$ cat src/rtl/bridge_arbiter.sv
// bridge_arbiter: grants one of two request ports onto a single-outstanding core chain and returns read data.
// Latency: a request sampled in cycle N is strobed on the bus in N+1; read data returns on response or after TIMEOUT wait cycles.
// Backpressure: reqN_valid is held until the one-cycle reqN_ready; resN_valid is held until resN_ready.
module bridge_arbiter #(
  parameter int ADDR_WIDTH = 16,
  parameter int DATA_WIDTH = 16,
  parameter int TIMEOUT    = 255
) (
  input  logic                  clk,
  input  logic                  rst,

  input  logic [ADDR_WIDTH-1:0] req0_addr,
  input  logic [DATA_WIDTH-1:0] req0_data,
  input  logic                  req0_rw,
  input  logic                  req0_valid,
  output logic                  req0_ready,
  output logic [DATA_WIDTH-1:0] res0_data,
  output logic                  res0_valid,
  input  logic                  res0_ready,

  input  logic [ADDR_WIDTH-1:0] req1_addr,
  input  logic [DATA_WIDTH-1:0] req1_data,
  input  logic                  req1_rw,
  input  logic                  req1_valid,
  output logic                  req1_ready,
  output logic [DATA_WIDTH-1:0] res1_data,
  output logic                  res1_valid,
  input  logic                  res1_ready,

  output logic [ADDR_WIDTH-1:0] bus_addr_o,
  output logic [DATA_WIDTH-1:0] bus_data_o,
  output logic                  bus_rw_o,
  output logic                  bus_valid_o,
  input  logic [DATA_WIDTH-1:0] bus_data_i,
  input  logic                  bus_rw_i,
  input  logic                  bus_valid_i,

  output logic [7:0]            timeout_count
);

  typedef enum logic [1:0] {
    IDLE      = 2'd0,
    ISSUE     = 2'd1,
    WAIT_RESP = 2'd2,
    DELIVER   = 2'd3
  } state_t;

  // wait_cnt counts completed WAIT_RESP cycles; the cycle in which it holds
  // TIMEOUT-1 is the last one in which a response may still be accepted.
  localparam logic [7:0] LAST_WAIT = 8'(TIMEOUT - 1);

  state_t                  state;
  state_t                  state_nxt;
  logic                    owner;
  logic                    owner_nxt;
  logic                    favor;       // port that wins when both request
  logic                    favor_nxt;
  logic [7:0]              wait_cnt;
  logic [7:0]              wait_cnt_nxt;

  logic [ADDR_WIDTH-1:0]   bus_addr_nxt;
  logic [DATA_WIDTH-1:0]   bus_data_nxt;
  logic                    bus_rw_nxt;
  logic                    bus_valid_nxt;
  logic                    req0_ready_nxt;
  logic                    req1_ready_nxt;
  logic [DATA_WIDTH-1:0]   res0_data_nxt;
  logic [DATA_WIDTH-1:0]   res1_data_nxt;
  logic                    res0_valid_nxt;
  logic                    res1_valid_nxt;
  logic [7:0]              timeout_nxt;

  logic                    any_req;
  logic                    winner;
  logic                    resp_hit;
  logic                    wait_expired;
  logic                    owner_res_ready;
  logic [DATA_WIDTH-1:0]   resp_word;

  // Arbitration: a lone requester wins outright; a tie goes to the favoured port.
  always_comb begin
    any_req = req0_valid | req1_valid;
    winner  = 1'b0;
    if (req0_valid && req1_valid) begin
      winner = favor;
    end else begin
      winner = req1_valid;
    end
  end

  // Response qualification while a read is outstanding; write echoes never count.
  always_comb begin
    resp_hit        = bus_valid_i & ~bus_rw_i;
    wait_expired    = (wait_cnt == LAST_WAIT);
    owner_res_ready = owner ? res1_ready : res0_ready;
    resp_word       = resp_hit ? bus_data_i : '0;
  end

  // Next-state and next-output logic; every registered output is computed here.
  always_comb begin
    state_nxt      = state;
    owner_nxt      = owner;
    favor_nxt      = favor;
    wait_cnt_nxt   = wait_cnt;
    bus_addr_nxt   = bus_addr_o;
    bus_data_nxt   = bus_data_o;
    bus_rw_nxt     = bus_rw_o;
    bus_valid_nxt  = 1'b0;
    req0_ready_nxt = 1'b0;
    req1_ready_nxt = 1'b0;
    res0_data_nxt  = res0_data;
    res1_data_nxt  = res1_data;
    res0_valid_nxt = res0_valid;
    res1_valid_nxt = res1_valid;
    timeout_nxt    = timeout_count;

    case (state)
      IDLE: begin
        if (any_req) begin
          owner_nxt      = winner;
          bus_addr_nxt   = winner ? req1_addr : req0_addr;
          bus_data_nxt   = winner ? req1_data : req0_data;
          bus_rw_nxt     = winner ? req1_rw   : req0_rw;
          bus_valid_nxt  = 1'b1;
          req0_ready_nxt = ~winner;
          req1_ready_nxt = winner;
          state_nxt      = ISSUE;
        end
      end

      ISSUE: begin
        // The port just served loses the next tie.
        favor_nxt    = ~owner;
        wait_cnt_nxt = 8'd0;
        state_nxt    = bus_rw_o ? IDLE : WAIT_RESP;
      end

      WAIT_RESP: begin
        if (resp_hit || wait_expired) begin
          // A response in the final wait cycle beats the timeout.
          if (owner) begin
            res1_data_nxt  = resp_word;
            res1_valid_nxt = 1'b1;
          end else begin
            res0_data_nxt  = resp_word;
            res0_valid_nxt = 1'b1;
          end
          if (!resp_hit && timeout_count != 8'hFF) begin
            timeout_nxt = timeout_count + 8'd1;
          end
          state_nxt = DELIVER;
        end else begin
          wait_cnt_nxt = wait_cnt + 8'd1;
        end
      end

      DELIVER: begin
        if (owner_res_ready) begin
          res0_valid_nxt = 1'b0;
          res1_valid_nxt = 1'b0;
          state_nxt      = IDLE;
        end
      end

      default: begin
        state_nxt = IDLE;
      end
    endcase
  end

  // FSM state, ownership, tie pointer and wait counter.
  always_ff @(posedge clk) begin
    if (rst) begin
      state    <= IDLE;
      owner    <= 1'b0;
      favor    <= 1'b0;
      wait_cnt <= 8'd0;
    end else begin
      state    <= state_nxt;
      owner    <= owner_nxt;
      favor    <= favor_nxt;
      wait_cnt <= wait_cnt_nxt;
    end
  end

  // Registered outputs toward both ports and the core chain.
  always_ff @(posedge clk) begin
    if (rst) begin
      bus_addr_o    <= '0;
      bus_data_o    <= '0;
      bus_rw_o      <= 1'b0;
      bus_valid_o   <= 1'b0;
      req0_ready    <= 1'b0;
      req1_ready    <= 1'b0;
      res0_data     <= '0;
      res1_data     <= '0;
      res0_valid    <= 1'b0;
      res1_valid    <= 1'b0;
      timeout_count <= 8'd0;
    end else begin
      bus_addr_o    <= bus_addr_nxt;
      bus_data_o    <= bus_data_nxt;
      bus_rw_o      <= bus_rw_nxt;
      bus_valid_o   <= bus_valid_nxt;
      req0_ready    <= req0_ready_nxt;
      req1_ready    <= req1_ready_nxt;
      res0_data     <= res0_data_nxt;
      res1_data     <= res1_data_nxt;
      res0_valid    <= res0_valid_nxt;
      res1_valid    <= res1_valid_nxt;
      timeout_count <= timeout_nxt;
    end
  end

endmodule

$ cat config.mk
export PLATFORM = sky130hd
export DESIGN_NAME = bridge_arbiter
export DESIGN_NICKNAME = d
export VERILOG_FILES = /design/src/rtl/bridge_arbiter.sv
export SDC_FILE = /design/constraint.sdc
export NUM_CORES = 1
export LEC_CHECK = 0
export BUFFER_PORTS_ARGS = -buffer_cell sky130_fd_sc_hd__buf_4
export CORE_ASPECT_RATIO = 0.7
export CORE_UTILIZATION = 41
export DETAILED_ROUTE_END_ITERATION = 12
export GPL_TIMING_DRIVEN = 0
export PLACE_DENSITY = 0.75
export SLEW_MARGIN = 15
export SYNTH_ARGS = -nofsm -noshare
export SYNTH_HDL_FRONTEND = slang
export SYNTH_SLANG_ARGS = --single-unit
$ cat constraint.sdc
create_clock -name clk -period 2.3 [get_ports clk]
set_input_delay 0.115 -clock clk [delete_from_list [all_inputs] [get_ports clk]]
set_output_delay 0.115 -clock clk [all_outputs]
set_load 0.05 [all_outputs]
* Yosys cells after proc, flatten, opt, wreduce, memory -nomap -nowiden
Index checks and enable logic that the tools add are counted.
** Cells by class
- Add/subtract/negate cells :: 2
- Eq/ne operators :: 11
- Mux-type cells :: 21
- Bitwise gates (word level) :: 7
- Reduce and logical (&&, ||, !) cells :: 17
** Operator list (number)
- $mux W16 :: 3
- $add A8 B1 Y8 const B :: 2
- $pmux W8 S2 :: 1
- $ne A2 B2 Y1 const B :: 6
- $reduce_and A3 Y1 :: 4
- $mux W1 :: 9
- $eq A8 B8 Y1 const B :: 1
- $mux W2 :: 4
- $mux W8 :: 1
- $ne A8 B8 Y1 const B :: 1
- $pmux W2 S4 :: 1
- $reduce_and A4 Y1 :: 2
- $not A1 Y1 :: 5
- $eq A2 B2 Y1 const B :: 2
- $pmux W1 S2 :: 2
- $reduce_and A2 Y1 :: 2
- $reduce_bool A2 Y1 :: 2
- $reduce_or A3 Y1 :: 1
- $eq A2 B1 Y1 const B :: 1
- $logic_and A1 B1 Y1 :: 2
- $logic_not A2 Y1 :: 1
- $reduce_or A2 Y1 :: 1
- $and A1 B1 Y1 :: 1
- $logic_not A1 Y1 :: 1
- other kinds (2) :: 2
** Storage, ports and cells
- Bits in registers :: 90
- Output and inout bits :: 78
- Logic and storage cells :: 73

* Longest topological paths before layout
- Depth in word-level cells :: 5
- Mapped depth :: 7
- Mapped depth without buffers :: 7

* Worst setup path after synthesis
OpenSTA, ideal clock, no wires.
- Path type :: reg-to-reg
- From :: register timeout_count[0]
- To :: register timeout_count[7]
- Data arrival time :: 1.872 ns
- Slack :: 0.304 ns
- Stages on the path, launching flop included :: 7
- Path buffers :: 0
- Cells stage by stage :: dfxtp_1 ha_1 nand2_1 nor3_2 nor4_4 and2b_1 mux2_1
** Between the ends
- Longest elaborated chain between the ends :: 3
- Elaborated cells between the ends (all ways) :: 4
- Classes of those cells :: add/sub (1); eq/ne (1); reduce/logical (2)
** Ends and longest elaborated chain
- start: declaration :: RTL line 38 : output logic [7:0] timeout_count
- start signal: assignment :: RTL line 211 : timeout_count <= timeout_nxt;
- branches (longest 3 deep; another with $add A8 B1 Y8)
Parallel ways; which one is timed is not known.
A chain may end at the register's enable or synchronous reset.

* Worst setup path in the final report
- From :: register wait_cnt[0]
- To :: register res1_data[9]
** Between the ends
- Longest elaborated chain between the ends :: 3
** Ends and longest elaborated chain
- start: declaration :: RTL line 58 : logic [7:0] wait_cnt;
- start signal: assignment :: RTL line 182 : wait_cnt <= wait_cnt_nxt;
- $eq A8 B8 Y1 :: RTL line 94 : wait_expired = (wait_cnt == LAST_WAIT);
- $logic_or A1 B1 Y1 :: RTL line 139 : if (resp_hit || wait_expired) begin
- $reduce_and A3 Y1 (no source line)
- end signal: assignment :: RTL line 208 : res1_data <= res1_data_nxt;
- end: declaration :: RTL line 26 : output logic [DATA_WIDTH-1:0] res1_data,
Every way passes these cells.

==> flow_summary.html <==
<table>
<tr><th>Metric</th><th>Value</th></tr>
<tr><th colspan="2">Route</th></tr>
<tr><td>Detail-routed net length per standard cell</td><td>14.6 um</td></tr>
<tr><td>Via density</td><td>5.05</td></tr>
<tr><td>Iteration-0 DRC Markers</td><td>175</td></tr>
<tr><td>Antenna violation net count after detailed routing</td><td>0</td></tr>
<tr><td>DRC</td><td>0</td></tr>
<tr><td>Routed Wire Length</td><td>9960 um</td></tr>
<tr><td>Via count of the routed design</td><td>between 3000 and 4000</td></tr>
<tr><td>Number of iterations in the first detailed-routing pass</td><td>5</td></tr>
<tr><th colspan="2">Pwr</th></tr>
<tr><td>Maximum vdd drop</td><td>0.000389 V</td></tr>
<tr><td>Switch Pwr</td><td>1.35 mW</td></tr>
<tr><td>Proportion of power drawn by flip-flops and latches</td><td>0.408</td></tr>
<tr><td>Pwr Total</td><td>around 4.3 mW</td></tr>
<tr><td>Part of the power in the clock network</td><td>0.334</td></tr>
<tr><td>Share of power burned in combinational logic</td><td>0.259</td></tr>
<tr><td>Cell internal pwr</td><td>2.91 mW</td></tr>
<tr><td>Sw frac</td><td>0.317</td></tr>
<tr><td>PwrDens</td><td>between 700 and 800 nW/um2</td></tr>
<tr><td>Static leakage power</td><td>between 2 and 2.5 nW</td></tr>
<tr><th colspan="2">Synth</th></tr>
<tr><td>Gate Count Post-Synth</td><td>370</td></tr>
<tr><td>Yosys cell types</td><td>44</td></tr>
<tr><td>Flip-flop and latch count after synthesis</td><td>90</td></tr>
<tr><td>Post-synthesis cell area</td><td>around 3700 um2</td></tr>
<tr><td>Post-synth net total</td><td>463</td></tr>
<tr><td>Sequential element share of the synthesized area</td><td>0.489</td></tr>
<tr><td>Average cell area after synthesis</td><td>~9.9 um2</td></tr>
<tr><td>Post-synth EDFFs</td><td>0</td></tr>
<tr><td>Share of async-settable or async-resettable flops after synthesis</td><td>0</td></tr>
<tr><td>Total of warnings raised by yosys</td><td>0</td></tr>
<tr><td>Ys flop type</td><td>dfxtp_1</td></tr>
<tr><th colspan="2">STA</th></tr>
<tr><td>Final period utilization</td><td>0.882</td></tr>
<tr><td>Unrepaired setup endpoints after global routing</td><td>no</td></tr>
<tr><td>Worst Hold Slack</td><td>~0.013 ns</td></tr>
<tr><td>Worst-case headroom to the max-slew limit</td><td>0.489</td></tr>
<tr><td>Hold Violations, Final</td><td>0</td></tr>
<tr><td>Layout Skew</td><td>0.00431 ns</td></tr>
<tr><td>Number of endpoints failing setup at the final stage</td><td>0</td></tr>
<tr><td>Max-slew violations</td><td>0</td></tr>
<tr><td>Post-Route Setup TNS</td><td>0 ns</td></tr>
<tr><td>Final Critical Period</td><td>2.03 ns</td></tr>
<tr><td>F_max</td><td>493 MHz</td></tr>
<tr><td>Post-layout worst setup margin</td><td>about 0.27 ns</td></tr>
<tr><td>Least-Margin Pin Slew</td><td>approximately 0.76 ns</td></tr>
<tr><th colspan="2">GRT</th></tr>
<tr><td>Layer with the highest usage after global routing</td><td>met2</td></tr>
<tr><td>Via count of the first global-routing pass</td><td>approximately 3300</td></tr>
<tr><td>Global-route wire length before repair</td><td>between 15000 and 20000 um</td></tr>
<tr><td>Tot GR Track Use</td><td>0.219</td></tr>
<tr><td>Maximum number of pins on one net before global-route repair</td><td>15</td></tr>
<tr><td>Sum of overflow across all layers after global routing</td><td>0</td></tr>
<tr><td>Antenna violations before repair</td><td>0</td></tr>
<tr><td>GR Layer Usage met1</td><td>0.270</td></tr>
<tr><td>Met3 demand-to-capacity share in global routing</td><td>0.0716</td></tr>
<tr><td>Met2 usage</td><td>0.372</td></tr>
<tr><th colspan="2">Setup path</th></tr>
<tr><td>Critical path class</td><td>reg2reg</td></tr>
<tr><td>Largest fanout on the critical path</td><td>10</td></tr>
<tr><td>Worst reg-to-reg setup slack</td><td>~0.27 ns</td></tr>
<tr><td>Endpoint arrival time on the critical path</td><td>between 2 and 2.5 ns</td></tr>
<tr><td>Critical Path Start Type</td><td>flop</td></tr>
<tr><td>Capture instance of the worst register-to-register path</td><td>res1_data[9]$_SDFFE_PP0P_</td></tr>
<tr><td>Required time of the worst setup path</td><td>between 2 and 3 ns</td></tr>
<tr><td>CP endpoint kind</td><td>flop</td></tr>
<tr><td>Depth of the worst register-to-register path</td><td>7</td></tr>
<tr><td>R2R Path Start</td><td>wait_cnt[0]$_SDFFE_PP0P_</td></tr>
<tr><th colspan="2">Floorplanning</th></tr>
<tr><td>Core Region</td><td>between 8000 and 9000 um2</td></tr>
<tr><td>Overall die area</td><td>~9400 um2</td></tr>
<tr><td>IO Count</td><td>approximately 170</td></tr>
<tr><td>Cell row count</td><td>28</td></tr>
<tr><td>Die boundary width</td><td>approximately 120 um</td></tr>
<tr><td>Initial core utilization</td><td>0.429</td></tr>
<tr><td>Die H</td><td>81.3 um</td></tr>
<tr><th colspan="2">Place</th></tr>
<tr><td>Post-detailed-placement half-perimeter wirelength</td><td>~7400 um</td></tr>
<tr><td>Worst slack at placement</td><td>0.233 ns</td></tr>
<tr><td>Port Buf Inserts</td><td>166</td></tr>
<tr><td>Placer Congestion</td><td>0.843</td></tr>
<tr><th colspan="2">Finish</th></tr>
<tr><td>Most common cell after layout, fill and taps aside</td><td>buf_4</td></tr>
<tr><td>Diodes inserted</td><td>0</td></tr>
<tr><td>Most used cells in the layout excluding fill and tap cells</td><td>169 x buf_4, 90 x dfxtp_1, 55 x nor2_1, 35 x a211oi_1, 34 x mux2i_1</td></tr>
<tr><td>Final net count</td><td>roughly 650</td></tr>
<tr><td>Layout Area Growth over Synthesis</td><td>48.1%</td></tr>
<tr><td>Layout cells sized above 1</td><td>0.366</td></tr>
<tr><th colspan="2">Clock tree</th></tr>
<tr><td>Clock buffers created by TritonCTS</td><td>9</td></tr>
<tr><td>Total clock sinks</td><td>90</td></tr>
<tr><td>CTS tree</td><td>done</td></tr>
<tr><td>Clock tree root driver cell</td><td>clkbuf_16</td></tr>
<tr><td>Worst skew pair latency</td><td>0.33 ns</td></tr>
<tr><td>Post-CTS Setup Inserts</td><td>0</td></tr>
<tr><td>H-tree Lvls</td><td>3</td></tr>
<tr><td>Clock transition at the registers of the reported paths</td><td>approximately 0.060 ns</td></tr>
<tr><td>CTS max path bufs</td><td>2</td></tr>
<tr><th colspan="2">Flow run</th></tr>
<tr><td>Count of max-cap constraint violations</td><td>0</td></tr>
<tr><th colspan="2">Status</th></tr>
<tr><td>Outcome</td><td>finished clean</td></tr>
<tr><th colspan="2">Min path</th></tr>
<tr><td>Type of the tightest min-delay check</td><td>in2reg</td></tr>
<tr><td>Worst Hold Launch</td><td>bus_data_i[8]</td></tr>
<tr><td>Worst Hold Path Cells</td><td>2</td></tr>
<tr><td>End point of the worst hold path</td><td>res1_data[8]$_SDFFE_PP0P_</td></tr>
</table>
==> routing by layer <==
metal | up-vias | share of wire
li1 | 1714 | -
met1 | 1585 | 0.46
met2 | 132 | 0.47
met3 | 5 | 0.075
met4 | 0 | 0.0045
met5 | - | 0
==> sequential cells by signal, summed over array words and instances, names as in the netlist, named ones only <==
register / flops
bus_valid_o: 1
res1_valid: 1
res0_data: 16
bus_data_o: 16
state: 1
res1_data: 16
owner: 1
req0_ready: 1
timeout_count: 8
bus_addr_o: 16
res0_valid: 1
bus_rw_o: 1
wait_cnt: 8
req1_ready: 1
favor: 1
==> how the worst max path moves through the flow <==
stage / start / endpoint / slack (ns)
after global placement: wait_cnt[0]$_SDFFE_PP0P_ / res0_data[4]$_SDFFE_PP0P_ / 0.26
after floorplan: timeout_count[0]$_SDFFE_PP0P_ / timeout_count[7]$_SDFFE_PP0P_ / 0.30
final: wait_cnt[0]$_SDFFE_PP0P_ / res1_data[9]$_SDFFE_PP0P_ / 0.27
after detailed placement: wait_cnt[0]$_SDFFE_PP0P_ / res0_data[14]$_SDFFE_PP0P_ / 0.23
after global routing: wait_cnt[0]$_SDFFE_PP0P_ / res1_data[8]$_SDFFE_PP0P_ / 0.10
after CTS: wait_cnt[0]$_SDFFE_PP0P_ / res0_data[14]$_SDFFE_PP0P_ / 0.22
==> power by group through the flow <==
stage | logic, mW | clock network, mW | registers [mW]
finish | 1.10 | 1.42 | 1.74
global route | 1.18 | 1.52 | 1.75
CTS | 1.11 | 1.45 | 1.74
detailed placement | 1.10 | 0 | 1.77
global placement | 1.08 | 0 | 1.77
floorplan | 0.346 | 0 | 2.13
==> logic make-up after synthesis <==
group                    Yosys count  share of synthesized area
adder cells (fa/ha/maj)            3                     0.0102
XOR/XNOR                           6                     0.0143
buffers and inverters             32                     0.0387
AND/OR/NAND/NOR                  108                      0.154
flip-flops                        90                      0.489
multiplexers                      36                     0.0986
AO/OA/AOI/OAI                     95                      0.194
==> synthesized netlist by cell type (2+ instances only) <==
library cell,number,share of area
nand2_1,13,0.013
buf_1,3,0.0031
nor4_2,2,0.0068
buf_2,9,0.012
nor2_1,55,0.056
mux2i_1,34,0.092
ha_1,3,0.010
dfxtp_1,90,0.49
clkbuf_1,11,0.011
buf_4,3,0.0061
a22o_1,32,0.076
nand2b_1,3,0.0051
or3_1,5,0.0085
nand3_1,8,0.011
and2_1,3,0.0051
a211oi_1,35,0.071
xnor2_1,6,0.014
inv_1,6,0.0061
nor3_1,5,0.0068
a21oi_1,13,0.018
o311ai_0,2,0.0048
o21ai_0,5,0.0068
nand4_1,3,0.0051
==> critical path, cell delays in order, from the launching register on <==
cell and delay, ns:
dfxtp_1 0.40, inv_1 0.08, ha_1 0.23, nand3_1 0.16, o21ai_2 0.12, a21oi_2 0.35
clkbuf_1 0.42, a22o_1 0.20
==> through the flow <==
stage	instances	util	area (um2)
after floorplan	370	-	3680
final	680	0.635	5450
after global placement	656	0.592	5080
after CTS	680	0.635	5450
after global routing	680	0.635	5450
after detailed placement	656	0.592	5080
==> area by class of cell <==
class / instances / area [um2]
fillers: 710 / 3130
flip-flops and latches: 90 / 1800
multi-input cells: 248 / 1740
repair buffers: 174 / 1330
clock buffers: 12 / 236
well taps: 120 / 150
plain buffers: 26 / 120
clock inverters: 4 / 52.6
inverters: 6 / 22.5
==> what timing repair did <==
action	in CTS	in global routing
hold buffers	8	0
setup endpoints to repair	0	5
hold endpoints to repair	11	0
resized for setup	0	1
No activity file was read; power rests on OpenSTA's default activity.
